[src/rtl/wait_mask_profiler_pkg.sv]
// Shared definitions for the per-core wait-mask profiler: wait-source ordering
// and the saturating increment used by every counter.
package wait_mon_pkg;

    typedef enum int {
        SRC_LDMISS   = 0,
        SRC_FP_BUSY  = 1,
        SRC_DIV_BUSY = 2,
        SRC_MUL_BUSY = 3,
        SRC_FP_WAIT  = 4,
        SRC_DIV_WAIT = 5,
        SRC_MUL_WAIT = 6,
        SRC_STBWAIT  = 7,
        SRC_WM_OTHER = 8,
        SRC_WM_IMISS = 9
    } wait_src_e;

    localparam int WM_NUM_SRC = int'(SRC_WM_IMISS) + 1;

    // Callers cast to their own width; maxv is the saturation ceiling.
    function automatic logic [63:0] sat_inc(input logic [63:0] v, input logic [63:0] maxv);
        return (v >= maxv) ? v : v + 64'd1;
    endfunction

endpackage

[src/rtl/wait_mask_profiler_if.sv]
// Counter readout port: one request per cycle, data returned one cycle later.
interface wait_mask_profiler_if #(
    parameter int NUM_THR = 4,
    parameter int NUM_SRC = 10,
    parameter int CNT_W   = 32
);
    localparam int THR_W = (NUM_THR > 1) ? $clog2(NUM_THR) : 1;
    localparam int SRC_W = (NUM_SRC > 1) ? $clog2(NUM_SRC) : 1;

    logic             rd_req;
    logic [THR_W-1:0] rd_thr;
    logic [SRC_W-1:0] rd_src;
    logic             rd_vld;
    logic [CNT_W-1:0] rd_data;

    modport master (output rd_req, rd_thr, rd_src, input rd_vld, rd_data);
    modport slave  (input rd_req, rd_thr, rd_src, output rd_vld, rd_data);

endinterface

[src/rtl/wait_mask_profiler_thr.sv]
// Per-thread stall bookkeeping: one saturating counter per wait source, a
// continuous-stall run length and the hang watchdog pulse/sticky flags.
module wait_mon_thr
    import wait_mon_pkg::*;
#(
    parameter int NUM_SRC     = 10,
    parameter int CNT_W       = 32,
    parameter int STALL_LIMIT = 4096
) (
    input  logic                            clk,
    input  logic                            rst,
    input  logic                            mon_en,
    input  logic                            cnt_clr,
    input  logic [NUM_SRC-1:0]              wait_bits,
    output logic [NUM_SRC-1:0][CNT_W-1:0]   cnt,
    output logic                            hang_pulse,
    output logic                            hang_sticky
);
    localparam int               RUN_W     = $clog2(STALL_LIMIT + 1);
    localparam logic [RUN_W-1:0] RUN_LIMIT = RUN_W'(STALL_LIMIT);
    localparam logic [RUN_W-1:0] RUN_PRE   = RUN_W'(STALL_LIMIT - 1);
    localparam logic [CNT_W-1:0] CNT_MAX   = '1;

    logic [RUN_W-1:0] run_reg, run_next;
    logic             hang_pulse_reg, hang_sticky_reg;
    logic             stalled, hang_hit;

    generate
        for (genvar gi = 0; gi < NUM_SRC; gi++) begin : g_src
            logic [CNT_W-1:0] cnt_reg;
            always_ff @(posedge clk) begin
                if (rst || cnt_clr)
                    cnt_reg <= '0;
                else if (mon_en && wait_bits[gi])
                    cnt_reg <= CNT_W'(sat_inc(64'(cnt_reg), 64'(CNT_MAX)));
            end
            assign cnt[gi] = cnt_reg;
        end
    endgenerate

    assign stalled  = |wait_bits;
    // The watchdog fires only on the LIMIT-1 -> LIMIT step; run saturates
    // at LIMIT, so it cannot refire until the run has restarted from 0.
    assign hang_hit = stalled && (run_reg == RUN_PRE);

    always_comb begin
        run_next = '0;
        if (stalled)
            run_next = RUN_W'(sat_inc(64'(run_reg), 64'(RUN_LIMIT)));
    end

    always_ff @(posedge clk) begin
        if (rst || cnt_clr) begin
            run_reg         <= '0;
            hang_pulse_reg  <= 1'b0;
            hang_sticky_reg <= 1'b0;
        end else if (mon_en) begin
            run_reg        <= run_next;
            hang_pulse_reg <= hang_hit;
            if (hang_hit)
                hang_sticky_reg <= 1'b1;
        end else begin
            hang_pulse_reg <= 1'b0;
        end
    end

    assign hang_pulse  = hang_pulse_reg;
    assign hang_sticky = hang_sticky_reg;

endmodule

[src/rtl/wait_mask_profiler.sv]
// Per-core thread-stall monitor: per-thread counters, mask change counting and
// trace strobe, plus a registered counter readout mux.
module wait_mask_profiler
    import wait_mon_pkg::*;
#(
    parameter int NUM_THR     = 4,
    parameter int NUM_SRC     = WM_NUM_SRC,
    parameter int CNT_W       = 32,
    parameter int STALL_LIMIT = 4096,
    parameter int TRACE_EN    = 1
) (
    input  logic                       clk,
    input  logic                       rst,
    input  logic                       mon_en,
    input  logic [9:0]                 coreid,
    input  logic [NUM_SRC*NUM_THR-1:0] wait_vec,
    input  logic                       cnt_clr,
    wait_mask_profiler_if.slave        rd,
    output logic [NUM_THR-1:0]         hang_pulse,
    output logic [NUM_THR-1:0]         hang_sticky,
    output logic [CNT_W-1:0]           chg_cnt,
    output logic                       trace_vld,
    output logic [9:0]                 trace_core
);
    localparam int               THR_W   = (NUM_THR > 1) ? $clog2(NUM_THR) : 1;
    localparam int               SRC_W   = (NUM_SRC > 1) ? $clog2(NUM_SRC) : 1;
    localparam logic [CNT_W-1:0] CNT_MAX = '1;

    logic [NUM_SRC-1:0]            thr_bits [NUM_THR];
    logic [NUM_SRC-1:0][CNT_W-1:0] cnt_all  [NUM_THR];
    logic [CNT_W-1:0]              rd_tab   [2**THR_W][2**SRC_W];

    logic [NUM_SRC*NUM_THR-1:0] prev_reg;
    logic [CNT_W-1:0]           chg_cnt_reg;
    logic                       rd_vld_reg;
    logic [CNT_W-1:0]           rd_data_reg;
    logic                       chg;

    generate
        for (genvar gi = 0; gi < NUM_THR; gi++) begin : g_thr
            for (genvar gj = 0; gj < NUM_SRC; gj++) begin : g_bit
                assign thr_bits[gi][gj] = wait_vec[gj*NUM_THR + gi];
            end
            wait_mon_thr #(
                .NUM_SRC     (NUM_SRC),
                .CNT_W       (CNT_W),
                .STALL_LIMIT (STALL_LIMIT)
            ) u_thr (
                .clk         (clk),
                .rst         (rst),
                .mon_en      (mon_en),
                .cnt_clr     (cnt_clr),
                .wait_bits   (thr_bits[gi]),
                .cnt         (cnt_all[gi]),
                .hang_pulse  (hang_pulse[gi]),
                .hang_sticky (hang_sticky[gi])
            );
        end

        // Padded to the full index space so out-of-range reads return zero.
        for (genvar gi = 0; gi < 2**THR_W; gi++) begin : g_rd_thr
            for (genvar gj = 0; gj < 2**SRC_W; gj++) begin : g_rd_src
                if (gi < NUM_THR && gj < NUM_SRC) begin : g_hit
                    assign rd_tab[gi][gj] = cnt_all[gi][gj];
                end else begin : g_miss
                    assign rd_tab[gi][gj] = '0;
                end
            end
        end
    endgenerate

    assign chg = (wait_vec != prev_reg);

    // prev survives cnt_clr so the next change is still measured correctly.
    always_ff @(posedge clk) begin
        if (rst) begin
            prev_reg    <= '0;
            chg_cnt_reg <= '0;
        end else begin
            if (mon_en)
                prev_reg <= wait_vec;
            if (cnt_clr)
                chg_cnt_reg <= '0;
            else if (mon_en && chg)
                chg_cnt_reg <= CNT_W'(sat_inc(64'(chg_cnt_reg), 64'(CNT_MAX)));
        end
    end

    always_ff @(posedge clk) begin
        if (rst) begin
            rd_vld_reg  <= 1'b0;
            rd_data_reg <= '0;
        end else begin
            rd_vld_reg <= rd.rd_req;
            if (rd.rd_req)
                rd_data_reg <= rd_tab[rd.rd_thr][rd.rd_src];
        end
    end

    assign rd.rd_vld   = rd_vld_reg;
    assign rd.rd_data  = rd_data_reg;
    assign chg_cnt     = chg_cnt_reg;
    assign trace_vld   = (TRACE_EN != 0) && mon_en && !rst && chg;
    assign trace_core  = coreid;

endmodule

[src/flat_wrapper.sv]
// flat-port wrapper written by rule: the top's interface ports become plain ports
module wait_mask_profiler_flat import wait_mon_pkg::*;
#(
    parameter int NUM_THR     = 4,
    parameter int NUM_SRC     = WM_NUM_SRC,
    parameter int CNT_W       = 32,
    parameter int STALL_LIMIT = 4096,
    parameter int TRACE_EN    = 1
)
  (clk, rst, mon_en, coreid, wait_vec, cnt_clr, hang_pulse, hang_sticky, chg_cnt, trace_vld, trace_core, rd_rd_req, rd_rd_thr, rd_rd_src, rd_rd_vld, rd_rd_data);
  wait_mask_profiler_if #(.NUM_THR(NUM_THR), .NUM_SRC(NUM_SRC), .CNT_W(CNT_W)) rd_i ();
  input  logic clk;
  input  logic rst;
  input  logic mon_en;
  input  logic [9:0] coreid;
  input  logic [NUM_SRC*NUM_THR-1:0] wait_vec;
  input  logic cnt_clr;
  output logic [NUM_THR-1:0] hang_pulse;
  output logic [NUM_THR-1:0] hang_sticky;
  output logic [CNT_W-1:0] chg_cnt;
  output logic trace_vld;
  output logic [9:0] trace_core;
  input wire logic [$bits(rd_i.rd_req)-1:0] rd_rd_req;
  input wire logic [$bits(rd_i.rd_thr)-1:0] rd_rd_thr;
  input wire logic [$bits(rd_i.rd_src)-1:0] rd_rd_src;
  output wire logic [$bits(rd_i.rd_vld)-1:0] rd_rd_vld;
  output wire logic [$bits(rd_i.rd_data)-1:0] rd_rd_data;
  assign rd_i.rd_req = rd_rd_req;
  assign rd_i.rd_thr = rd_rd_thr;
  assign rd_i.rd_src = rd_rd_src;
  assign rd_rd_vld = rd_i.rd_vld;
  assign rd_rd_data = rd_i.rd_data;
  wait_mask_profiler #(.NUM_THR(NUM_THR), .NUM_SRC(NUM_SRC), .CNT_W(CNT_W), .STALL_LIMIT(STALL_LIMIT), .TRACE_EN(TRACE_EN)) u_core (.clk(clk), .rst(rst), .mon_en(mon_en), .coreid(coreid), .wait_vec(wait_vec), .cnt_clr(cnt_clr), .rd(rd_i), .hang_pulse(hang_pulse), .hang_sticky(hang_sticky), .chg_cnt(chg_cnt), .trace_vld(trace_vld), .trace_core(trace_core));
endmodule
[config.mk]
export PLATFORM = sky130hd
export DESIGN_NAME = wait_mask_profiler_flat
export DESIGN_NICKNAME = d
export VERILOG_FILES = /design/src/rtl/wait_mask_profiler_pkg.sv /design/src/rtl/wait_mask_profiler_if.sv /design/src/rtl/wait_mask_profiler_thr.sv /design/src/rtl/wait_mask_profiler.sv /design/src/flat_wrapper.sv
export SDC_FILE = /design/constraint.sdc
export NUM_CORES = 2
export LEC_CHECK = 0
export CORE_ASPECT_RATIO = 1.4
export CORE_MARGIN = 2
export CORE_UTILIZATION = 53
export CTS_CLUSTER_DIAMETER = 200
export DETAILED_ROUTE_END_ITERATION = 12
export PLACE_DENSITY_LB_ADDON = 0.05
export SKIP_LAST_GASP = 1
export SYNTH_ARGS = -nofsm -noshare
export SYNTH_HDL_FRONTEND = slang
export SYNTH_SLANG_ARGS = --single-unit
[constraint.sdc]
create_clock -name clk -period 5 [get_ports clk]
set_input_delay 1.5 -clock clk [delete_from_list [all_inputs] [get_ports clk]]
set_output_delay 1.5 -clock clk [all_outputs]
set_load 0.02 [all_outputs]
==> results.py <==
metrics = {
    "outcome": {
        "run_status": "finished, final reports clean",
    },
    "cts": {
        "cts-hold-fix-buffers": 0,
        "cts_tree": "yes",
        "clockBufferDepth": 3,
        "cts_made_buffers": 151,
        "clk_pin_slew_ps": 60,
        "htree_levels": 4,
        "post_cts_buffers": 0,
        "root_buffer": "clkbuf_16",
        "clk_latency_ps": 830,
        "cts_sinks": 1445,
    },
    "flow_run": {
        "max_cap_viol_count": 0,
    },
    "final_layout": {
        "fin_util_pct": 59.9,
        "area_growth_pct": 12.3,
        "design_area_mm2": 0.0863,
        "fin_nets": 8828,
        "largest_register_ffs": 1280,
        "drive_gt1_share_pct": 10.6,
    },
    "setup_path": {
        "start_kind": "input port",
        "critical-path-max-stage-delay_ps": 530,
        "setup.worst_path.end_class": "primary output",
        "path_delay_family": "simple AND/OR/NAND/NOR gates",
        "critPathRequiredTime_ps": 3500,
        "crit_fanout": 4,
        "slowest_stage": "nor4_4",
        "cp_cell_sequence": "buf_2 > xor2_4 > nor4_4 > buf_4 > nand4_1 > nor4_4 > buf_12 > nor3_2 > buf_2",
        "cp.arrival_ps": 3470,
        "critPathBufInv": 4,
        "worstSetupPathType": "in -> out",
    },
    "logic_synthesis": {
        "syn_avg_cell_area_um2": 8.87,
        "ys_seq_area_share_pct": 37.7,
        "synth_edf_count": 0,
        "synth_nets": 8761,
        "yosysUniqueCellTypes": 82,
        "syn_inst": 8655,
        "synthArstFlopShare_pct": 0,
        "yosysWarnings": 0,
        "synth_area_mm2": 0.0768,
        "synthFlopType": "dfxtp_1",
        "synth-seq-cells": 1445,
    },
    "timing": {
        "slew_headroom_pct": 16.9,
        "tightest_slew_ps": 1240,
        "period_minus_slack_ps": 4970,
        "skew_ps": 23.8,
        "post-route-period-util_pct": 99.4,
        "worst_slack_ps": 27.7,
        "rsz0062_at_grt": "false",
        "setup_violations": 0,
        "fmax_mhz": 201,
        "finalHoldViolCount": 0,
        "final.setup.tns_ps": 0,
        "drv_slew": 0,
    },
    "pwr": {
        "ir_worst_vdd_mv": 0.261,
        "p_leak_nw": 27.2,
        "power_density_mw_per_mm2": 290,
    },
    "drt": {
        "wl_um": 260000,
        "drt-pass1-iter-count": 6,
        "wl_per_cell_um": 24.1,
        "drc": 0,
        "first_iter_violations": 6149,
        "via_per_inst": 6.28,
        "vias": 67600,
        "ant_nets": 0,
    },
    "die": {
        "die_y_um": 454,
        "rows": 165,
        "die_x_um": 326,
        "die-area_mm2": 0.148,
        "initial_core_util_pct": 53.3,
        "fp.coreArea_mm2": 0.144,
        "io-pin-count": 145,
    },
    "grt": {
        "grt_pass1_vias": 63100,
        "grtUsageTotal_pct": 34.3,
        "grt_max_degree": 121,
        "antenna_found_initial": 13,
        "grt_overflow": 0,
        "grt_pass1_wl_um": 389000,
    },
    "place": {
        "dp.final_hpwl_um": 198000,
        "gp_routability_congestion": 1.02,
        "dp_slack_ps": -1290,
        "io_buffers": 124,
        "place_area_mm2": 0.0807,
    },
    "min_path": {
        "hp-class": "reg -> reg",
    },
}
## cell families after synthesis
group	synth area share, %
compound gates	5.84
xor+xnor	12.6
fa+ha+maj	0.733
buf+inv	3.04
flops	37.7
mux	11.9
simple gates	28.2
## cell type report
type,count,area [um^2]
diodes,2,5.00
repair buffers,345,3260
inverters,135,508
multi-input cells,6644,45800
well taps,1920,2400
clock buffers,217,4490
fillers,12900,57800
flip-flops and latches,1445,28900
clock inverters,56,836
## routing by layer
metal | GRT usage (%) | vias up | wire [um]
met4 | 22.3 | 4 | 18600
li1 | - | 31400 | -
met3 | 4.81 | 586 | 18000
met1 | 41.6 | 33000 | 99500
met5 | 0 | - | 21
met2 | 57.3 | 2572 | 124000
## power by group
group / internal, W / switching [W] / total (W)
registers: 0.0116 / 0.0000498 / 0.0116
clock network: 0.00728 / 0.00500 / 0.0123
logic: 0.000395 / 0.000774 / 0.00117
## synthesized netlist by cell type, types with 27 or more instances
library cell / number / share of area, %
buf_2: 74 / 0.48
nor3b_1: 37 / 0.36
a31oi_1: 29 / 0.24
ha_1: 45 / 0.73
and4_1: 147 / 1.7
xor2_1: 604 / 6.9
nor4_1: 146 / 1.2
nor2_1: 1313 / 6.4
nor3_1: 280 / 1.8
mux4_2: 351 / 10
nor4b_1: 27 / 0.31
xnor2_1: 500 / 5.7
or3_1: 235 / 1.9
a21oi_1: 280 / 1.8
a22oi_1: 34 / 0.33
o211ai_1: 82 / 0.80
dfxtp_1: 1445 / 38
nand2_1: 616 / 3.0
or2_2: 27 / 0.22
and3_1: 209 / 1.7
mux2i_1: 124 / 1.6
o21ai_0: 228 / 1.5
nand4_1: 514 / 4.2
or4_1: 37 / 0.36
nand3_1: 530 / 3.5
inv_1: 135 / 0.66
and2_1: 74 / 0.60
clkbuf_1: 310 / 1.5
## per-stage QoR
step / power (W) / hold slack, ps / std cells
after global routing: 0.0257 / 455 / 10800
after CTS: 0.0252 / 449 / 10800
after floorplan: 0.0125 / 423 / 8655
final: 0.0251 / 447 / 10800
after detailed placement: 0.0130 / 438 / 10500
after global placement: 0.0130 / 430 / 10500
## worst min-delay path, stage by stage (launching register included)
cell     delay, ps
dfxtp_1        310
nand2_1         50
nand2_1         50
## layout by cell type, fill, tap and decap left out, types with 235 or more instances in the layout
master	n
or3_1	235
nand3_1	530
nor3_1	279
xor2_1	589
dfxtp_1	1445
xnor2_1	499
a21oi_1	280
nand4_1	514
nor2_1	1311
mux4_2	351
nand2_1	616
## timing repair
item,CTS,global route
hold endpoints to repair,0,0
pin swaps,9,12
endpoints found under the setup margin,1,1
gates resized for setup,73,27
## final timing paths
kind | startpoint | endpoint | slack, ps | cells past startpoint
max | wait_vec[1] | trace_vld | 30 | 9
min | u_core.g_thr[0].u_thr.hang_sticky | u_core.g_thr[0].u_thr.hang_sticky | 450 | 2
max reg2reg | u_core.g_thr[2].u_thr.g_src[7].cnt_reg[12] | u_core.g_thr[2].u_thr.g_src[7].cnt_reg[11] | 1730 | 6
min reg2reg | u_core.g_thr[0].u_thr.hang_sticky | u_core.g_thr[0].u_thr.hang_sticky | 450 | 2
(Power assumes the default switching activity.)
